--- src/rtl/game_flow_controller_pkg.sv ---
// ---------------------------------------------------------------------------
// game_flow_controller_pkg
// Shared definitions for the Frogger game-flow sequencer: the state encoding
// (IDLE/RUNNING keep their historical codes 0/1), default parameter values
// and a helper that sizes the shared hold-down counter.
// ---------------------------------------------------------------------------
package game_flow_controller_pkg;

   typedef enum logic [2:0] {
      ST_IDLE      = 3'd0,
      ST_RUNNING   = 3'd1,
      ST_DYING     = 3'd2,
      ST_LEVEL_UP  = 3'd3,
      ST_GAME_OVER = 3'd4
   } state_t;

   localparam int NUM_LANES_DEF  = 4;
   localparam int NUM_LIVES_DEF  = 3;
   localparam int LIVES_BITS_DEF = 2;
   localparam int LEVEL_BITS_DEF = 4;
   localparam int MAX_LEVEL_DEF  = 9;
   localparam int DEATH_HOLD_DEF = 25000000;   // 1 s at 25 MHz
   localparam int LEVEL_HOLD_DEF = 12500000;   // 0.5 s at 25 MHz

   // Width of a counter that must hold the larger of the two hold lengths.
   // Never narrower than one bit so a hold of 1 still yields a legal vector.
   function automatic int hold_cnt_width(input int a, input int b);
      int m;
      int w;
      m = (a > b) ? a : b;
      w = $clog2(m);
      return (w < 1) ? 1 : w;
   endfunction

endpackage

--- src/rtl/game_flow_controller_hold_timer.sv ---
// ---------------------------------------------------------------------------
// game_flow_controller_hold_timer
// Load-and-count-down timer shared by the DYING and LEVEL_UP states.
//   i_Clk        clock
//   i_Reset      asynchronous active-high reset (counter -> 0)
//   i_Load       load i_Load_Value this cycle
//   i_Load_Value value to load (hold length minus one)
//   o_Done       counter has reached zero
// The counter stops at zero rather than wrapping.
// ---------------------------------------------------------------------------
module game_flow_controller_hold_timer #(
   parameter int CNT_W = 4
) (
   input  logic             i_Clk,
   input  logic             i_Reset,
   input  logic             i_Load,
   input  logic [CNT_W-1:0] i_Load_Value,
   output logic             o_Done
);

   logic [CNT_W-1:0] count_q;
   logic [CNT_W-1:0] count_d;

   always_comb begin
      count_d = count_q;
      if (i_Load) begin
         count_d = i_Load_Value;
      end else if (count_q != '0) begin
         count_d = count_q - CNT_W'(1);
      end
   end

   always_ff @(posedge i_Clk or posedge i_Reset) begin
      if (i_Reset) begin
         count_q <= '0;
      end else begin
         count_q <= count_d;
      end
   end

   assign o_Done = (count_q == '0);

endmodule

--- src/rtl/game_flow_controller.sv ---
// ---------------------------------------------------------------------------
// game_flow_controller
// Multi-life, multi-level game-flow sequencer for the Frogger top level.
//   i_Clk / i_Reset   25 MHz clock, asynchronous active-high reset
//   i_Start           start request (level, edge-detected here)
//   i_Has_Collided    frog/car overlap (level)
//   i_Level_Up        frog reached far bank (level)
//   i_LFSR_Data       pseudo-random source for the lane direction mask
//   o_Game_Active     high only while RUNNING
//   o_State           encoded current state
//   o_Lives/o_Level   remaining lives / 0-based level
//   o_Reverse         per-lane direction mask, never zero
//   o_Frog_Reset      one-cycle respawn pulse on every entry to RUNNING
//   o_Game_Over       high in GAME_OVER
// All outputs are registered; each is computed from the next state so it
// changes on the same edge as the state itself.
// ---------------------------------------------------------------------------
module game_flow_controller
   import game_flow_controller_pkg::*;
#(
   parameter int NUM_LANES  = NUM_LANES_DEF,
   parameter int NUM_LIVES  = NUM_LIVES_DEF,
   parameter int LIVES_BITS = LIVES_BITS_DEF,
   parameter int LEVEL_BITS = LEVEL_BITS_DEF,
   parameter int MAX_LEVEL  = MAX_LEVEL_DEF,
   parameter int DEATH_HOLD = DEATH_HOLD_DEF,
   parameter int LEVEL_HOLD = LEVEL_HOLD_DEF
) (
   input  logic                  i_Clk,
   input  logic                  i_Reset,
   input  logic                  i_Start,
   input  logic                  i_Has_Collided,
   input  logic                  i_Level_Up,
   input  logic [NUM_LANES-1:0]  i_LFSR_Data,
   output logic                  o_Game_Active,
   output logic [2:0]            o_State,
   output logic [LIVES_BITS-1:0] o_Lives,
   output logic [LEVEL_BITS-1:0] o_Level,
   output logic [NUM_LANES-1:0]  o_Reverse,
   output logic                  o_Frog_Reset,
   output logic                  o_Game_Over
);

   localparam int CNT_W = hold_cnt_width(DEATH_HOLD, LEVEL_HOLD);

   state_t                state_q,       state_d;
   logic                  start_q;
   logic [LIVES_BITS-1:0] lives_q,       lives_d;
   logic [LEVEL_BITS-1:0] level_q,       level_d;
   logic [NUM_LANES-1:0]  reverse_q,     reverse_d;
   logic                  frog_reset_q,  frog_reset_d;
   logic                  game_active_q, game_active_d;
   logic                  game_over_q,   game_over_d;

   logic                  start_edge;
   logic [NUM_LANES-1:0]  lfsr_mask;
   logic                  hold_load;
   logic [CNT_W-1:0]      hold_value;
   logic                  hold_done;

   // start_q resets high, so a switch held through reset produces no edge.
   assign start_edge = i_Start & ~start_q;

   // An all-zero mask would leave every lane in the same direction; use lane 0.
   assign lfsr_mask = (i_LFSR_Data == '0) ? NUM_LANES'(1) : i_LFSR_Data;

   game_flow_controller_hold_timer #(
      .CNT_W(CNT_W)
   ) u_hold_timer (
      .i_Clk       (i_Clk),
      .i_Reset     (i_Reset),
      .i_Load      (hold_load),
      .i_Load_Value(hold_value),
      .o_Done      (hold_done)
   );

   always_comb begin
      state_d    = state_q;
      lives_d    = lives_q;
      level_d    = level_q;
      reverse_d  = reverse_q;
      hold_load  = 1'b0;
      hold_value = '0;

      case (state_q)
         ST_IDLE: begin
            if (start_edge) begin
               state_d   = ST_RUNNING;
               lives_d   = LIVES_BITS'(NUM_LIVES);
               level_d   = '0;
               reverse_d = lfsr_mask;
            end
         end
         ST_RUNNING: begin
            // Collision wins over a simultaneous level-up.
            if (i_Has_Collided) begin
               if (lives_q > LIVES_BITS'(1)) begin
                  lives_d    = lives_q - LIVES_BITS'(1);
                  state_d    = ST_DYING;
                  hold_load  = 1'b1;
                  hold_value = CNT_W'(DEATH_HOLD - 1);
               end else begin
                  lives_d = '0;
                  state_d = ST_GAME_OVER;
               end
            end else if (i_Level_Up) begin
               state_d    = ST_LEVEL_UP;
               reverse_d  = lfsr_mask;
               hold_load  = 1'b1;
               hold_value = CNT_W'(LEVEL_HOLD - 1);
               if (level_q < LEVEL_BITS'(MAX_LEVEL)) begin
                  level_d = level_q + LEVEL_BITS'(1);
               end
            end
         end
         // Both hold states ignore every input until the timer expires.
         ST_DYING, ST_LEVEL_UP: begin
            if (hold_done) begin
               state_d = ST_RUNNING;
            end
         end
         ST_GAME_OVER: begin
            if (start_edge) begin
               state_d = ST_IDLE;
            end
         end
         default: begin
            state_d = ST_IDLE;
         end
      endcase

      frog_reset_d  = (state_d == ST_RUNNING) && (state_q != ST_RUNNING);
      game_active_d = (state_d == ST_RUNNING);
      game_over_d   = (state_d == ST_GAME_OVER);
   end

   always_ff @(posedge i_Clk or posedge i_Reset) begin
      if (i_Reset) begin
         state_q       <= ST_IDLE;
         start_q       <= 1'b1;
         lives_q       <= '0;
         level_q       <= '0;
         reverse_q     <= NUM_LANES'(1);
         frog_reset_q  <= 1'b0;
         game_active_q <= 1'b0;
         game_over_q   <= 1'b0;
      end else begin
         state_q       <= state_d;
         start_q       <= i_Start;
         lives_q       <= lives_d;
         level_q       <= level_d;
         reverse_q     <= reverse_d;
         frog_reset_q  <= frog_reset_d;
         game_active_q <= game_active_d;
         game_over_q   <= game_over_d;
      end
   end

   assign o_State       = state_q;
   assign o_Lives       = lives_q;
   assign o_Level       = level_q;
   assign o_Reverse     = reverse_q;
   assign o_Frog_Reset  = frog_reset_q;
   assign o_Game_Active = game_active_q;
   assign o_Game_Over   = game_over_q;

endmodule
--- config.mk ---
export PLATFORM = sky130hd
export DESIGN_NAME = game_flow_controller
export DESIGN_NICKNAME = d
export VERILOG_FILES = /design/src/rtl/game_flow_controller_pkg.sv /design/src/rtl/game_flow_controller_hold_timer.sv /design/src/rtl/game_flow_controller.sv
export SDC_FILE = /design/constraint.sdc
export NUM_CORES = 1
export LEC_CHECK = 0
export ABC_AREA = 1
export BUFFER_PORTS_ARGS = -buffer_cell sky130_fd_sc_hd__buf_4
export CORE_MARGIN = 4
export CORE_UTILIZATION = 38
export CTS_BUF_LIST = sky130_fd_sc_hd__clkbuf_8
export CTS_CLUSTER_SIZE = 8
export DETAILED_ROUTE_END_ITERATION = 12
export GPL_TIMING_DRIVEN = 1
export PLACE_DENSITY_LB_ADDON = 0.1
export SYNTH_ARGS = -nofsm -noshare
export SYNTH_HDL_FRONTEND = slang
export SYNTH_HIERARCHICAL = 1
export SYNTH_SLANG_ARGS = --single-unit
--- constraint.sdc ---
create_clock -name i_Clk -period 2.5 [get_ports i_Clk]
set_clock_uncertainty 0.2 [all_clocks]
set_input_delay 0 -clock i_Clk [delete_from_list [all_inputs] [get_ports i_Clk]]
set_output_delay 0 -clock i_Clk [all_outputs]
set_load 0.005 [all_outputs]
==> metrics.yaml <==
sta:
  setup-tns-final_ns: 0
  hold_ws_ns: 0.121
  fmax_mhz: 429
  setup_viol: 0
  hold_violations: 0
  fin_crit_ns: 2.33
  rsz0062_at_grt: "false"
  tightestPinTransition_ns: 0.671
  fin_crit_sh: 0.932
  setup_ws_ns: 0.170
  slew_violations: 0
  slew_headroom: 0.552
yosys:
  synth_top_area_cell: "dfrtp_1"
  synth_mux_area_frac: 0
  synth.area.top_cells: "dfrtp_1, nand2_1, inv_1"
  synthArstFlopShare: 1.00
  synth-compound-area-share: 0.0446
  synthXorXnorAreaFrac: 0.0296
  synth_top_family_by_area: "simple AND/OR/NAND/NOR gates"
  synthDominantCellAreaShare: 0.375
  ys_seq_area_frac: 0.395
  yosys_register_bits: 42
  synth_flop_cell: "dfrtp_1"
  syn_avg_cell_area_um2: 7.04
  synth_cell_types: 32
  synth_adder_area_share: 0.0188
  ys_warn_count: 6
  synth_edf_count: 0
  netlist_area_um2: 2670
  yosys.area_share.simple: 0.430
  synthCells: 379
drt:
  post_drt_wl_per_cell_um: 11.8
  drc_errors: 0
  detail-route-antenna-nets: 0
  drt_pass1_iterations: 4
  viasPerCell: 4.63
  first_iter_violations: 66
  vias: 2426
  wl_um: 6190
power:
  p_int_mw: 2.09
  report.power.total_mw: 3.70
  power_density_nw_per_um2: 1130
  vdd.ir_drop.worst_v: 0.000498
  p_leak_nw: 1.66
  switching_share: 0.436
  clkPwrFrac: 0.183
  power_switching_mw: 1.62
  power_frac_comb: 0.492
  power_frac_seq: 0.325
critical_path:
  crit_required_ns: 2.54
  crit_fanout: 4
  critPathKind: "reg -> reg"
  worst_r2r_path_depth: 10
  r2r-end: "o_Game_Active$_DFF_PP0_"
  crit_path_start_kind: "flip-flop"
  r2r_start: "u_hold_timer/count_q[4]$_DFFE_PP0P_"
  r2r_slack_ns: 0.17
  worstSetupEndpointType: "flip-flop"
  arrival_ns: 2.37
global_route:
  grt_max_degree: 40
  grt_pass1_wl_um: 11000
  grt_pass1_vias: 2475
  grtUsageTotal: 0.159
  grt-ovfl-total: 0
  antenna_found_initial: 0
clock_network:
  clock-sinks: 42
  clk_pin_slew_ns: 0.08
  cts_tree: "built"
  cts_root_buf: "clkbuf_8"
  cts_buffers: 5
  worstSkewPairLatency_ns: 0.30
  cts_max_level: 2
  clock_path_buffers: 2
run_status:
  status: "finished, final reports clean"
floorplan:
  io_pins: 25
  die_width_um: 91.8
  coreArea_um2: 6790
  die_area_um2: 8420
  die_y_um: 91.8
  start_util: 0.392
  fp-row-count: 30
placed_design:
  dp_slack_ns: 0.637
  portBuffers: 24
  hpwl_um: 4490
  post_dp_cell_area_um2: 2960
  globalplace.congestion: 0.844
  placed_cells: 499
hold_path:
  hold_class: "in -> async"
flow_run:
  drv_cap: 0
cells_and_area:
  stdcell_count: 524
  nets: 440
  fin_area_um2: 3270
  n_fill_cell: 698
  drive_gt1_frac: 0.189
  ff_latch_area_um2: 1050
  multi_input_area_um2: 1420
  syn_to_final_growth_pct: 22.8
  utilization: 0.482
  insertedDiodeCount: 0
-- metal layers --
layer	vias to the layer above	share of wire	GRT usage
li1	1276	-	-
met2	41	0.46	0.267
met1	1100	0.48	0.205
met3	9	0.036	0.0361
met4	0	0.016	0.0495
met5	-	0	0
-- worst max-delay path by stage --
stage                                   startpoint                              endpoint  slack [ns]
3_3_place_gp   u_hold_timer/count_q[0]$_DFFE_PP0P_  u_hold_timer/count_q[24]$_DFFE_PP0P_        0.66
6_report       u_hold_timer/count_q[4]$_DFFE_PP0P_               o_Game_Active$_DFF_PP0_        0.17
2_1_floorplan                 o_State[2]$_DFF_PP0_   u_hold_timer/count_q[6]$_DFFE_PP0P_        0.22
5_1_grt        u_hold_timer/count_q[0]$_DFFE_PP0P_               o_Game_Active$_DFF_PP0_        0.04
3_5_place_dp                  o_State[2]$_DFF_PP0_   u_hold_timer/count_q[1]$_DFFE_PP0P_        0.64
4_1_cts        u_hold_timer/count_q[0]$_DFFE_PP0P_               o_Game_Active$_DFF_PP0_        0.12
-- registers in the layout (all words and copies together), names as in the netlist --
register,cells
u_hold_timer/count_q,25
o_Level,4
o_Reverse,4
o_State,3
o_Lives,2
o_Frog_Reset,1
o_Game_Active,1
o_Game_Over,1
start_q,1
-- timing repair --
action / in CTS / in global routing
buffers inserted: 0 / 4
setup endpoints to repair: 0 / 1
hold buffers: 13 / 0
gates resized for setup: 0 / 5
hold endpoints to repair: 57 / 0
-- power groups by stage --
stage / combinational (mW) / clock (mW) / sequential, mW
4_1_cts: 1.73 / 0.694 / 1.20
5_1_grt: 2.08 / 0.733 / 1.26
6_report: 1.82 / 0.676 / 1.20
3_5_place_dp: 1.70 / 0 / 1.21
2_1_floorplan: 1.28 / 0 / 1.16
3_3_place_gp: 1.66 / 0 / 1.21
-- synthesized netlist by cell type, types with 2 or more instances --
master and count:
nand2_1 139, inv_1 44, dfrtp_1 40, nor2_1 35, nand3_1 28, nand4_1 13
o21ai_0 12, nor2_2 11, nor2_4 7, xnor2_1 7, nand2_2 6, a21oi_1 5
ha_1 4, inv_2 3, nand2_4 3, clkbuf_1 2, dfstp_2 2, nand3b_1 2
o21ai_1 2, xor2_1 2
-- final cells by class --
cell class | instances | share of cell area
Multi-Input combinational cell | 287 | 0.434
Sequential cell | 42 | 0.322
Timing Repair Buffer | 43 | 0.109
Inverter | 48 | 0.0558
Tap cell | 96 | 0.0367
Clock buffer | 6 | 0.0252
Clock inverter | 2 | 0.0183
-- placed cells by master, fill, tap and decap left out, types with 7 or more instances in the layout --
cell / n
nor2_2: 14
xnor2_1: 7
nor2_4: 7
nand4_1: 13
nand3_1: 28
dfrtp_1: 40
nor2_1: 32
dlygate4sd3_1: 13
nand2_1: 138
buf_4: 30
inv_1: 42
o21ai_0: 12
nand2_2: 7
-- logic make-up after synthesis --
family,after synthesis
xor gates and xnor gates,9
AOI/OAI and AO/OA,22
DFF,42
other,1
and+or+nand+nor,248
buffers and inverters,53
adders and majority gates,4
-- critical path, cell delays in order (launching register included) --
cell and delay, ns:
dfrtp_1 0.43, nor2_2 0.19, nand2_2 0.15, nor2_4 0.15, nand3_4 0.11, inv_2 0.09
inv_1 0.06, a21oi_1 0.14, nor2_1 0.07, a21oi_1 0.14, dlygate4sd3_1 0.56
Power figures use the tool's default switching activity.
